[config.mk]
export PLATFORM = sky130hd
export DESIGN_NAME = aximm_window_ctl_flat
export DESIGN_NICKNAME = d
export VERILOG_FILES = /design/src/rtl/aximm_window_ctl_if.sv /design/src/rtl/aximm_window_ctl.sv /design/src/flat_wrapper.sv
export SDC_FILE = /design/constraint.sdc
export NUM_CORES = 1
export LEC_CHECK = 0
export ABC_CLOCK_PERIOD_IN_PS = 7400
export CORE_MARGIN = 2
export CORE_UTILIZATION = 25
export DETAILED_ROUTE_END_ITERATION = 12
export SLEW_MARGIN = 0
export SYNTH_ARGS = -nofsm -noshare
export SYNTH_HDL_FRONTEND = slang
export SYNTH_SLANG_ARGS = --single-unit
[constraint.sdc]
create_clock -name clk -period 7.4 [get_ports clk]
set_clock_uncertainty 0.1 [all_clocks]
set_input_delay 1.11 -clock clk [delete_from_list [all_inputs] [get_ports clk]]
set_output_delay 1.11 -clock clk [all_outputs]
set_load 0.1 [all_outputs]
[src/rtl/aximm_window_ctl_if.sv]
// aximm_window_ctl_if: AXI4-Lite control port bundle for the window controller
interface aximm_window_ctl_if;
  logic [3:0] awaddr;
  logic awvalid;
  logic awready;
  logic [31:0] wdata;
  logic [3:0] wstrb;
  logic wvalid;
  logic wready;
  logic [1:0] bresp;
  logic bvalid;
  logic bready;
  logic [3:0] araddr;
  logic arvalid;
  logic arready;
  logic [31:0] rdata;
  logic [1:0] rresp;
  logic rvalid;
  logic rready;
  modport master (
    output awaddr, awvalid, wdata, wstrb, wvalid, bready, araddr, arvalid, rready,
    input awready, wready, bresp, bvalid, arready, rdata, rresp, rvalid
  );
  modport slave (
    input awaddr, awvalid, wdata, wstrb, wvalid, bready, araddr, arvalid, rready,
    output awready, wready, bresp, bvalid, arready, rdata, rresp, rvalid
  );
endinterface

[src/rtl/aximm_window_ctl.sv]
// aximm_window_ctl: AXI-Lite staged window base, applied only once the translated bus drains.
// Optional macro WINDOW_ALIGN_EN forces staged[ALIGN_BITS-1:0] to zero on read-back and apply.
module aximm_window_ctl #(
  parameter int AW = 64,
  parameter logic [AW-1:0] WINDOW_INIT = '0,
  parameter int CW = 8,
  parameter int ALIGN_BITS = 20
) (
  input  logic clk,
  input  logic resetn,
  aximm_window_ctl_if.slave s_axi,
  input  logic mon_awvalid,
  input  logic mon_awready,
  input  logic mon_bvalid,
  input  logic mon_bready,
  input  logic mon_arvalid,
  input  logic mon_arready,
  input  logic mon_rvalid,
  input  logic mon_rready,
  input  logic mon_rlast,
  output logic [AW-1:0] window_addr,
  output logic hold,
  output logic window_updated
);
  typedef enum logic [1:0] {IDLE, DRAIN, APPLY} state_t;
`ifdef WINDOW_ALIGN_EN
  localparam logic [AW-1:0] ALIGN_MASK = {AW{1'b1}} << ALIGN_BITS;
`else
  localparam logic [AW-1:0] ALIGN_MASK = {AW{1'b1}};
`endif
  state_t state, state_nxt;
  logic [AW-1:0] staged;
  logic [63:0] stg, stg_nxt;
  logic [CW-1:0] wr_cnt, rd_cnt;
  logic overflow;
  logic wr_hs, rd_hs, commit, ovf_clr, drained, bus_idle;
  logic wr_inc, wr_dec, rd_inc, rd_dec, wr_ovf, rd_ovf;
  logic [31:0] rd_mux;
  logic unused;
  assign unused = ^{s_axi.awaddr[1:0], s_axi.araddr[1:0]};
  assign s_axi.wready = s_axi.awready;
  assign s_axi.bresp = 2'b00;
  assign s_axi.rresp = 2'b00;
  assign wr_hs = s_axi.awready && s_axi.awvalid && s_axi.wvalid;
  assign rd_hs = s_axi.arready && s_axi.arvalid;
  assign commit = wr_hs && s_axi.awaddr[3:2] == 2'd2 && s_axi.wstrb[0] && s_axi.wdata[0];
  assign ovf_clr = wr_hs && s_axi.awaddr[3:2] == 2'd3 && s_axi.wstrb[2] && s_axi.wdata[16];
  assign wr_inc = mon_awvalid && mon_awready;
  assign wr_dec = mon_bvalid && mon_bready;
  assign rd_inc = mon_arvalid && mon_arready;
  assign rd_dec = mon_rvalid && mon_rready && mon_rlast;
  assign wr_ovf = (wr_inc && !wr_dec && &wr_cnt) || (wr_dec && !wr_inc && wr_cnt == '0);
  assign rd_ovf = (rd_inc && !rd_dec && &rd_cnt) || (rd_dec && !rd_inc && rd_cnt == '0);
  assign bus_idle = wr_cnt == '0 && rd_cnt == '0;
  // a burst accepted in the same cycle would otherwise escape the drain
  assign drained = bus_idle && !wr_inc && !rd_inc;
  assign stg = 64'(staged & ALIGN_MASK);
  always_comb begin
    stg_nxt = stg;
    for (int i = 0; i < 8; i++)
      if (wr_hs && s_axi.awaddr[3:2] == 2'(i / 4) && s_axi.wstrb[i % 4])
        stg_nxt[8*i +: 8] = s_axi.wdata[8*(i % 4) +: 8];
  end
  always_comb begin
    rd_mux = s_axi.araddr[3:2] == 2'd0 ? stg[31:0] :
             s_axi.araddr[3:2] == 2'd1 ? stg[63:32] :
             s_axi.araddr[3:2] == 2'd2 ? {30'b0, bus_idle, state != IDLE} :
             {15'b0, overflow, 8'(rd_cnt), 8'(wr_cnt)};
  end
  always_comb begin
    state_nxt = state;
    state_nxt = state == IDLE  ? (commit ? DRAIN : IDLE) :
                state == DRAIN ? (drained ? APPLY : DRAIN) : IDLE;
  end
  always_ff @(posedge clk or negedge resetn) begin
    if (!resetn) begin
      state <= IDLE;
      hold <= 1'b0;
      window_updated <= 1'b0;
      window_addr <= WINDOW_INIT;
      staged <= WINDOW_INIT;
    end else begin
      state <= state_nxt;
      hold <= state_nxt != IDLE;
      window_updated <= state == APPLY;
      window_addr <= state == APPLY ? AW'(stg) : window_addr;
      staged <= AW'(stg_nxt);
    end
  end
  always_ff @(posedge clk or negedge resetn) begin
    if (!resetn) begin
      wr_cnt <= '0;
      rd_cnt <= '0;
      overflow <= 1'b0;
    end else begin
      wr_cnt <= (wr_inc && !wr_dec && !(&wr_cnt)) ? wr_cnt + 1'b1 :
                (wr_dec && !wr_inc && wr_cnt != '0) ? wr_cnt - 1'b1 : wr_cnt;
      rd_cnt <= (rd_inc && !rd_dec && !(&rd_cnt)) ? rd_cnt + 1'b1 :
                (rd_dec && !rd_inc && rd_cnt != '0) ? rd_cnt - 1'b1 : rd_cnt;
      overflow <= wr_ovf || rd_ovf || (overflow && !ovf_clr);
    end
  end
  always_ff @(posedge clk or negedge resetn) begin
    if (!resetn) begin
      s_axi.awready <= 1'b0;
      s_axi.bvalid <= 1'b0;
      s_axi.arready <= 1'b0;
      s_axi.rvalid <= 1'b0;
      s_axi.rdata <= '0;
    end else begin
      s_axi.awready <= s_axi.awvalid && s_axi.wvalid && !s_axi.bvalid && !s_axi.awready;
      s_axi.bvalid <= wr_hs ? 1'b1 : s_axi.bready ? 1'b0 : s_axi.bvalid;
      s_axi.arready <= s_axi.arvalid && !s_axi.rvalid && !s_axi.arready;
      s_axi.rvalid <= rd_hs ? 1'b1 : s_axi.rready ? 1'b0 : s_axi.rvalid;
      s_axi.rdata <= rd_hs ? rd_mux : s_axi.rdata;
    end
  end
endmodule

[src/flat_wrapper.sv]
// flat-port wrapper written by rule: the top's interface ports become plain ports
module aximm_window_ctl_flat 
#(
  parameter int AW = 64,
  parameter logic [AW-1:0] WINDOW_INIT = '0,
  parameter int CW = 8,
  parameter int ALIGN_BITS = 20
)
  (clk, resetn, mon_awvalid, mon_awready, mon_bvalid, mon_bready, mon_arvalid, mon_arready, mon_rvalid, mon_rready, mon_rlast, window_addr, hold, window_updated, s_axi_awaddr, s_axi_awvalid, s_axi_wdata, s_axi_wstrb, s_axi_wvalid, s_axi_bready, s_axi_araddr, s_axi_arvalid, s_axi_rready, s_axi_awready, s_axi_wready, s_axi_bresp, s_axi_bvalid, s_axi_arready, s_axi_rdata, s_axi_rresp, s_axi_rvalid);
  aximm_window_ctl_if s_axi_i ();
  input  logic clk;
  input  logic resetn;
  input  logic mon_awvalid;
  input  logic mon_awready;
  input  logic mon_bvalid;
  input  logic mon_bready;
  input  logic mon_arvalid;
  input  logic mon_arready;
  input  logic mon_rvalid;
  input  logic mon_rready;
  input  logic mon_rlast;
  output logic [AW-1:0] window_addr;
  output logic hold;
  output logic window_updated;
  input wire logic [$bits(s_axi_i.awaddr)-1:0] s_axi_awaddr;
  input wire logic [$bits(s_axi_i.awvalid)-1:0] s_axi_awvalid;
  input wire logic [$bits(s_axi_i.wdata)-1:0] s_axi_wdata;
  input wire logic [$bits(s_axi_i.wstrb)-1:0] s_axi_wstrb;
  input wire logic [$bits(s_axi_i.wvalid)-1:0] s_axi_wvalid;
  input wire logic [$bits(s_axi_i.bready)-1:0] s_axi_bready;
  input wire logic [$bits(s_axi_i.araddr)-1:0] s_axi_araddr;
  input wire logic [$bits(s_axi_i.arvalid)-1:0] s_axi_arvalid;
  input wire logic [$bits(s_axi_i.rready)-1:0] s_axi_rready;
  output wire logic [$bits(s_axi_i.awready)-1:0] s_axi_awready;
  output wire logic [$bits(s_axi_i.wready)-1:0] s_axi_wready;
  output wire logic [$bits(s_axi_i.bresp)-1:0] s_axi_bresp;
  output wire logic [$bits(s_axi_i.bvalid)-1:0] s_axi_bvalid;
  output wire logic [$bits(s_axi_i.arready)-1:0] s_axi_arready;
  output wire logic [$bits(s_axi_i.rdata)-1:0] s_axi_rdata;
  output wire logic [$bits(s_axi_i.rresp)-1:0] s_axi_rresp;
  output wire logic [$bits(s_axi_i.rvalid)-1:0] s_axi_rvalid;
  assign s_axi_i.awaddr = s_axi_awaddr;
  assign s_axi_i.awvalid = s_axi_awvalid;
  assign s_axi_i.wdata = s_axi_wdata;
  assign s_axi_i.wstrb = s_axi_wstrb;
  assign s_axi_i.wvalid = s_axi_wvalid;
  assign s_axi_i.bready = s_axi_bready;
  assign s_axi_i.araddr = s_axi_araddr;
  assign s_axi_i.arvalid = s_axi_arvalid;
  assign s_axi_i.rready = s_axi_rready;
  assign s_axi_awready = s_axi_i.awready;
  assign s_axi_wready = s_axi_i.wready;
  assign s_axi_bresp = s_axi_i.bresp;
  assign s_axi_bvalid = s_axi_i.bvalid;
  assign s_axi_arready = s_axi_i.arready;
  assign s_axi_rdata = s_axi_i.rdata;
  assign s_axi_rresp = s_axi_i.rresp;
  assign s_axi_rvalid = s_axi_i.rvalid;
  aximm_window_ctl #(.AW(AW), .WINDOW_INIT(WINDOW_INIT), .CW(CW), .ALIGN_BITS(ALIGN_BITS)) u_core (.clk(clk), .resetn(resetn), .s_axi(s_axi_i), .mon_awvalid(mon_awvalid), .mon_awready(mon_awready), .mon_bvalid(mon_bvalid), .mon_bready(mon_bready), .mon_arvalid(mon_arvalid), .mon_arready(mon_arready), .mon_rvalid(mon_rvalid), .mon_rready(mon_rready), .mon_rlast(mon_rlast), .window_addr(window_addr), .hold(hold), .window_updated(window_updated));
endmodule
== Yosys cells after proc, flatten, opt, wreduce, memory -nomap -nowiden ==
Cells that the tools add are included.

* Flip-flop bits (word level): 185
* Input bits: 60
* Output and inout bits: 107
* Logic and storage cells: 121

* Add/subtract/negate cells: 4
* Equality and inequality tests: 7
* Mux-type cells: 15
* Reduce and logical (&&, ||, !) cells: 75

{| class="wikitable"
|+ Operator list
! cell !! count
|-
| two-way mux 32 bit || 2
|-
| logical AND 1 bit || 45
|-
| two-way mux 8 bit || 4
|-
| two-way mux 17 bit || 1
|-
| adder 8 x 1 -> 8 bit, second input constant || 2
|-
| zero test 8 bit || 2
|-
| AND reduction 8 bit || 2
|-
| nonzero test 8 bit || 2
|-
| subtractor 8 x 1 -> 8 bit, second input constant || 2
|-
| nonzero test 2 bit || 6
|-
| zero test 1 bit || 11
|-
| == test 2 bit, second input constant || 4
|-
| == test 2 x 1 -> 1 bit, second input constant || 3
|-
| zero test 2 bit || 3
|-
| two-way mux 2 bit || 3
|-
| two-way mux 1 bit || 5
|-
| logical OR 1 bit || 4
|}

== Depth between registers and ports, before layout ==
Gate-level depths: netlist of the first run.

* Word-level depth: 8
* Mapped depth: 9

== Worst setup path before layout of the first run ==
OpenSTA, ideal clock, no wires.

* Kind: input -> register
* Start: in mon_arvalid
* End: reg u_core.rd_cnt[7]
* Setup time: 79 ps
* Arrival: 2953 ps
* Data required time: 7221 ps
* Slack: 4267 ps
* Stages on the path: 9
* Buffers on the path: 0
* Cells stage by stage: nand2_1 -> a31oi_1 -> o21ai_2 -> ha_1 -> a211oi_1 -> o211ai_1 -> a21oi_1 -> mux2_1 -> mux2i_1

* Word-level cells in the longest chain between the ends: 5
* Elaborated cells between the ends (all ways): 8

{| class="wikitable"
|+ RTL lines
! what !! RTL line !! text
|-
| start: declaration || flat_wrapper.sv:17 || <nowiki>input logic mon_arvalid;</nowiki>
|-
| logical AND 1 bit * || aximm_window_ctl.sv:50 || <nowiki>assign rd_inc = mon_arvalid && mon_arready;</nowiki>
|-
| zero test 1 bit || aximm_window_ctl.sv:99 || <nowiki>(rd_dec && !rd_inc && rd_cnt != '0) ? rd_cnt - 1'b1 : rd_cnt;</nowiki>
|-
| logical AND 1 bit (2 in a row) || aximm_window_ctl.sv:99 ||
|-
| nonzero test 2 bit (no line) || - ||
|-
| end signal: assignment || aximm_window_ctl.sv:98 || <nowiki>rd_cnt <= (rd_inc && !rd_dec && !(&rd_cnt)) ? rd_cnt + 1'b1 :</nowiki>
|-
| end: declaration || aximm_window_ctl.sv:34 || <nowiki>logic [CW-1:0] wr_cnt, rd_cnt;</nowiki>
|}

Every way passes the cells marked *; elsewhere a longest branch is shown, timed or not.
A chain may end at the register's enable or synchronous reset.

== Worst setup path in the final report of the first run ==
Same ends and word-level chain as after synthesis.

==> summary.md, run 1 <==
| Metric | Value |
|---|---|
| Status | `completed` |
| Actual transition at the worst max-transition pin | `1.04 ns` |
| Worst Reg2Reg Path Length in Cells | `8` |
| Most frequent cells in the layout | `185 x dfrtp_1, 156 x clkdlybuf4s50_1, 73 x mux2_2` |
| Chip Width | `approximately 180 µm` |
| Worst hold path class | `reg -> reg` |
| Root Buffer | `clkbuf_16` |
| Largest net degree at the start of global routing | `approximately 110` |
| Worst-skew pair later-pin latency | `around 0.43 ns` |
| Initial antenna violation count | `1` |
| CTS clk-pin slew, worst paths | `0.07 ns` |
| # diodes | `0` |
| Sw Pwr | `1.06 mW` |
| Fmax | `280 MHz` |
| Clock sink count | `185` |
| Post-synthesis cell area | `8120 µm²` |
| Worst setup SP type | `input port` |
| CTS tree | `yes` |
| Synth Instances | `about 600` |
| Yosys top cell by area | `dfrtp_1` |
| Via density | `4.34` |
| IO buf count | `about 160` |
| Pwr per Cell Area | `281 nW/µm²` |
| Critical path arrival | `3.82 ns` |
| R2r startpoint | `u_core.wr_cnt[0]` |
| Tcrit/Tclk final | `0.482` |
| Die span in y | `between 150 and 200 µm` |
| GR Overflow Total | `0` |
| Initial DRT Pass Iterations | `4` |
| GRT Total Usage | `0.127` |
| TritonCTS buffer count | `17` |
| Total Nets Final | `844` |
| Synth warn | `0` |
| Hold_sp | `u_core.s_axi.rvalid` |
| Slew HR | `0.302` |
| First-pass GRT wire length | `32900 µm` |
| P_leak | `4.89 nW` |
| R2r setup slk | `4.48 ns` |
| Post-CTS Setup Bufs | `0` |
| Area grow syn2layout | `31.8%` |
| Die footprint | `34000 µm²` |
| R2r endpoint | `u_core.wr_cnt[7]` |
| Ratio of cells with drive above 1 in the final layout | `0.169` |
| Clk buf depth | `2` |
| Post-DP HPWL | `14200 µm` |
| ANT nets after route | `0` |
| Commonest non-fill, non-tap cell in the layout | `dfrtp_1` |
| Kind of critical path | `in -> reg` |
| Min-Delay Endpoint | `u_core.s_axi.arready` |
| Syn Area/Cell | `roughly 13 µm²` |
| Synth top area cells | `dfrtp_1 57%, mux2_2 10%, mux2_1 8.0%` |
| Starting density of the core | `0.252` |
| CP endpoint kind | `flop` |
| Comb pwr share | `0.295` |
| Placer congestion estimate | `0.747` |
| Cts repair resizes | `0` |
| Crit path max fanout | `11` |
| Layout Utilization | `0.332` |
| Number of global-route vias before repair | `approximately 5700` |
| H-tree depth | `4` |
| Max-cap viol count | `0` |
| Clock power share | `0.287` |
| Max IR drop VDD | `0.115 mV` |
| Synth Register Bits | `approximately 190` |
| Max Slew Vio Count | `0` |
| DRC errors left | `0` |
| Post-synth cell types | `44` |
| WP data required | `7.65 ns` |
| Drt initial violations | `around 190` |
| Final setup viols | `0` |
| Core Area | `32300 µm²` |
| Top cell type's share of synthesized area | `0.570` |
| Final hold viol count | `0` |
| Floorplan row count | `66` |
| Final setup TNS | `0 ns` |
| Seq pwr share | `0.418` |
| Routed wire per std cell | `between 15 and 20 µm` |
| I/O Pins | `167` |
| RSZ-0062 raised after global routing | `false` |
| P_int | `1.96 mW` |
| Critical path startpoint | `mon_arvalid` |
| Switching share of total power | `0.351` |
| Vias | `5313` |
| Post-CTS Hold Fix Bufs | `0` |
| Hold Path Stages | `1` |
| Min cycle time layout | `3.57 ns` |
| Total Wirelength | `20700 µm` |
| Seq/Total Area, Yosys | `0.570` |
-- routing by layer --
| metal | track usage | routed length [µm] |
|---|---|---|
| met1 | 0.167 | 9870 |
| met2 | 0.197 | 9290 |
| met3 | 0.0480 | 1320 |
| met4 | 0.0346 | 206 |
| met5 | 0 | 13 |
-- cell usage after synthesis --
| library cell | instances |
|---|---|
| a211oi_1 | 5 |
| a21o_1 | 3 |
| a21oi_1 | 26 |
| a22o_1 | 1 |
| a22oi_1 | 2 |
| a31oi_1 | 1 |
| and2_1 | 6 |
| and3_1 | 2 |
| and4_1 | 1 |
| buf_2 | 14 |
| buf_4 | 5 |
| clkbuf_1 | 12 |
| conb_1 | 1 |
| dfrtp_1 | 185 |
| fa_1 | 2 |
| ha_1 | 13 |
| inv_1 | 5 |
| mux2_1 | 58 |
| mux2_2 | 73 |
| mux2_4 | 12 |
| mux2i_1 | 34 |
| mux4_2 | 1 |
| nand2_1 | 42 |
| nand2_4 | 2 |
| nand2b_1 | 2 |
| nand3_1 | 5 |
| nand4_1 | 6 |
| nor2_1 | 23 |
| nor2b_1 | 1 |
| nor3_1 | 2 |
| nor3b_1 | 1 |
| nor4bb_1 | 1 |
| o211ai_1 | 5 |
| o21a_1 | 2 |
| o21ai_0 | 27 |
| o21ai_1 | 11 |
| o21ai_2 | 4 |
| o21bai_1 | 1 |
| or2_0 | 1 |
| or2_2 | 1 |
| or4_1 | 4 |
| or4_4 | 1 |
| xnor2_1 | 5 |
| xor2_1 | 7 |
-- critical path: stages --
cell and delay, ns:
clkdlybuf4s50_1 0.45, nand2_1 0.10, a31oi_1 0.34, o21ai_2 0.28
ha_1 0.37, a211oi_1 0.31, o211ai_1 0.13, a21oi_1 0.26
mux2_1 0.35, mux2i_1 0.12
-- metrics by stage --
step                cell area, µm²  worst slack (ns)  total power, mW  cells  hold WS (ns)
floorplan                     8140              4.27             1.93    619         0.369
global placement             10200              3.44             2.16   1192         0.355
detailed placement           10200              3.39             2.18   1192         0.343
CTS                          10700              3.86             3.06   1224         0.375
global route                 10700              3.61             3.19   1224         0.409
finish                       10700              3.83             3.01   1224         0.372
-- sequential cells by signal, indices dropped and copies added (netlist names) --
name and count:
u_core.hold 1, u_core.overflow 1, u_core.rd_cnt 8, u_core.s_axi.arready 1, u_core.s_axi.awready 1, u_core.s_axi.bvalid 1, u_core.s_axi.rdata 32, u_core.s_axi.rvalid 1
u_core.staged 64, u_core.state 2, u_core.window_addr 64, u_core.window_updated 1, u_core.wr_cnt 8
-- final cells by class --
class / count / area (µm²)
Tap cell: 442 / 553
Timing Repair Buffer: 162 / 1610
Multi-Input combinational cell: 398 / 3340
Inverter: 5 / 18.8
Sequential cell: 185 / 4630
Clock buffer: 23 / 488
Clock inverter: 9 / 67.6
Fill cell: 3259 / 21600
-- logic make-up after synthesis --
kind of cell / synth area share
AOI/OAI and AO/OA: 0.0622
xor gates and xnor gates: 0.0129
adders and majority gates: 0.0250
buffers and inverters: 0.0211
DFF: 0.570
muxes: 0.248
other: 0.000462
and+or+nand+nor: 0.0601
-- power by group through the flow --
| stage | Combinational, mW | Sequential [mW] | Clock, mW |
|---|---|---|---|
| floorplan | 0.441 | 1.49 | 0 |
| global placement | 0.884 | 1.28 | 0 |
| detailed placement | 0.895 | 1.28 | 0 |
| CTS | 0.898 | 1.26 | 0.897 |
| global route | 0.966 | 1.28 | 0.938 |
| finish | 0.889 | 1.26 | 0.864 |
-- how the worst max path moves through the flow --
stage | slack (ns) | cells after the start | end
finish | 3.83 | 10 | u_core.rd_cnt[7]
global route | 3.61 | 10 | u_core.rd_cnt[7]
CTS | 3.86 | 10 | u_core.wr_cnt[7]
detailed placement | 3.39 | 10 | u_core.wr_cnt[7]
global placement | 3.44 | 10 | u_core.rd_cnt[7]
floorplan | 4.27 | 9 | u_core.rd_cnt[7]
Power figures use the tool's default switching activity.
==> run 2, diff against run 1 <==
--- a/config.mk
+++ b/config.mk
@@ -5,7 +5,7 @@
 export SDC_FILE = /design/constraint.sdc
 export NUM_CORES = 1
 export LEC_CHECK = 0
-export ABC_CLOCK_PERIOD_IN_PS = 7400
+export ABC_CLOCK_PERIOD_IN_PS = 3700
 export CORE_MARGIN = 2
 export CORE_UTILIZATION = 25
 export DETAILED_ROUTE_END_ITERATION = 12
==> constraint.sdc (replaced) <==
create_clock -name clk -period 3.7 [get_ports clk]
set_clock_uncertainty 0.1 [all_clocks]
set_input_delay 0.555 -clock clk [delete_from_list [all_inputs] [get_ports clk]]
set_output_delay 0.555 -clock clk [all_outputs]
set_load 0.1 [all_outputs]
==> summary.md, run 2 (same netlist as run 1, synthesis figures left out) <==
| Metric | Value |
|---|---|
| Commonest non-fill, non-tap cell in the layout | `dfrtp_1 (unchanged)` |
| Final hold viol count | `0 (unchanged)` |
| Fillers | `3187 (was 3259)` |
| Kind of critical path | `in -> reg (unchanged)` |
| IO buf count | `158 (unchanged)` |
| Slowest stage delay, CP | `0.45 ns (about the same)` |
| Worst hold path class | `in -> async (was reg -> reg)` |
| Area grow syn2layout | `33.4% (was 31.8%)` |
| ANT nets after route | `0 (unchanged)` |
| Floorplan row count | `66 (unchanged)` |
| First-pass GRT wire length | `33000 µm (was 32900 µm)` |
| Comb pwr share | `0.285 (was 0.295)` |
| Final setup TNS | `0 ns (unchanged)` |
| DRC errors left | `0 (unchanged)` |
| Tcrit/Tclk final | `0.805` |
| Initial antenna violation count | `1 (unchanged)` |
| Root Buffer | `clkbuf_16 (unchanged)` |
| Setup ws final | `0.720 ns (was 3.83 ns)` |
| DP Area | `10200 µm² (about the same)` |
| Ratio of cells with drive above 1 in the final layout | `0.178 (was 0.169)` |
| Post-DP HPWL | `14900 µm (was 14200 µm)` |
| Max-cap viol count | `0 (unchanged)` |
| CP endpoint kind | `flop (unchanged)` |
| Cell Chain, Critical Path | `clkdlybuf4s50_1 -> nand2_1 -> a31oi_1 -> o21ai_2 -> ha_1 -> a211oi_1 -> o211ai_1 -> a21oi_1 -> mux2_1 -> mux2i_1 (unchanged)` |
| Switching share of total power | `0.344 (was 0.351)` |
| Delay-heaviest family, CP | `compound AO/OA/AOI/OAI gates (unchanged)` |
| Clk buf depth | `2 (unchanged)` |
| Seq pwr share | `0.403 (was 0.418)` |
| Post-route cell area | `10800 µm² (was 10700 µm²)` |
| Max Slew Vio Count | `0 (unchanged)` |
| Slew HR | `0.294 (was 0.302)` |
| Clock power share | `0.312 (was 0.287)` |
| Sw Pwr | `2.16 mW (was 1.06 mW)` |
| H-tree depth | `4 (unchanged)` |
| GRT Total Usage | `0.129 (was 0.127)` |
| Die span in y | `184 µm (unchanged)` |
| CTS tree | `yes (unchanged)` |
| Worst-skew pair later-pin latency | `0.43 ns (about the same)` |
| Cts repair resizes | `0 (unchanged)` |
| Buffers & Inverters on Critical Path | `1 (unchanged)` |
| I/O Pins | `167 (unchanged)` |
| Vias | `5353 (was 5313)` |
| P_leak | `4.97 nW (was 4.89 nW)` |
| Critical path arrival | `3.23 ns (was 3.82 ns)` |
| R2r setup slk | `0.78 ns (was 4.48 ns)` |
| Max IR drop VDD | `0.272 mV (was 0.115 mV)` |
| Final setup viols | `0 (unchanged)` |
| CTS clk-pin slew, worst paths | `0.07 ns (about the same)` |
| Starting density of the core | `0.252 (unchanged)` |
| Worst setup SP type | `input port (unchanged)` |
| Core Area | `32300 µm² (unchanged)` |
| Largest net degree at the start of global routing | `91 (was 114)` |
| Die footprint | `34000 µm² (unchanged)` |
| Initial DRT Pass Iterations | `6 (was 4)` |
| Min cycle time layout | `approximately 3 ns` |
| Post-CTS Hold Fix Bufs | `0 (unchanged)` |
| Chip Width | `184 µm (unchanged)` |
| Post-CTS Setup Bufs | `0 (unchanged)` |
| Fmax | `roughly 340 MHz` |
| Drt initial violations | `174 (was 189)` |
| Pwr per Cell Area | `579 nW/µm² (was 281 nW/µm²)` |
| Actual transition at the worst max-transition pin | `1.06 ns (was 1.04 ns)` |
| P_int | `4.12 mW (was 1.96 mW)` |
| Placement Setup Slack | `0.265 ns (was 3.39 ns)` |
| Number of global-route vias before repair | `5631 (was 5702)` |
| Status | `completed (unchanged)` |
| Total Wirelength | `21200 µm (was 20700 µm)` |
| WP data required | `3.95 ns (was 7.65 ns)` |
| Placer congestion estimate | `0.790 (was 0.747)` |
| Layout Utilization | `0.336 (was 0.332)` |
| Slowest CP cell | `clkdlybuf4s50_1 (unchanged)` |
| Via density | `4.35 (was 4.34)` |
| Largest regs | `u_core.staged (64), u_core.window_addr (64), u_core.s_axi.rdata (32) (unchanged)` |
| # diodes | `0 (unchanged)` |
| Total Nets Final | `850 (was 844)` |
| TritonCTS buffer count | `17 (unchanged)` |
| Routed wire per std cell | `17.2 µm (was 16.9 µm)` |
| GR Overflow Total | `0 (unchanged)` |
| Clock sink count | `185 (unchanged)` |
| RSZ-0062 raised after global routing | `false (unchanged)` |
| Most frequent cells in the layout | `185 x dfrtp_1, 156 x clkdlybuf4s50_1, 73 x mux2_2 (unchanged)` |
| Crit path max fanout | `11 (unchanged)` |
run 2: power by group through the flow:
stage               Clock [mW]  Sequential (mW)  Combinational, mW
floorplan                    0             2.98              0.882
global placement             0             2.56               1.77
detailed placement           0             2.57               1.80
CTS                       2.03             2.53               1.81
global route              2.11             2.57               1.95
finish                    1.96             2.53               1.79
run 2: final cells by class:
type,instances,area [µm²],area share
clock inverters,15,196,0.0181
multi-input cells,398,3340,0.309
flip-flops and latches,185,4630,0.427
inverters,5,18.8,0.00173
clock buffers,17,425,0.0393
well taps,442,553,0.0510
repair buffers,168,1670,0.154
run 2: layer usage:
| layer | vias up | global-route usage | wire length [µm] |
|---|---|---|---|
| met5 | - | 0 | 13 |
| met4 | 2 | 0.0317 | 171 |
| met3 | 13 | 0.0474 | 1460 |
| met2 | 125 | 0.202 | 9690 |
| met1 | 2707 | 0.169 | 9830 |
| li1 | 2506 | - | - |
run 2: through the flow:
step	instances	hold WS [ns]	total power, mW
global route	1230	0.133	6.63
floorplan	619	0.159	3.86
CTS	1230	0.102	6.37
global placement	1198	0.353	4.33
finish	1230	0.0918	6.28
detailed placement	1198	0.352	4.37
run 2: worst paths after layout:
check / end / depth (start not counted) / startpoint
worst max-delay path: u_core.rd_cnt[7] / 10 / mon_arready
worst min-delay path: u_core.window_addr[51] / 1 / resetn
worst max register to register: u_core.wr_cnt[7] / 8 / u_core.wr_cnt[0]
worst min register to register: u_core.s_axi.arready / 1 / u_core.s_axi.rvalid
max in group asynchronous: u_core.staged[44] / 2 / resetn
min in group clk: u_core.s_axi.arready / 1 / u_core.s_axi.rvalid
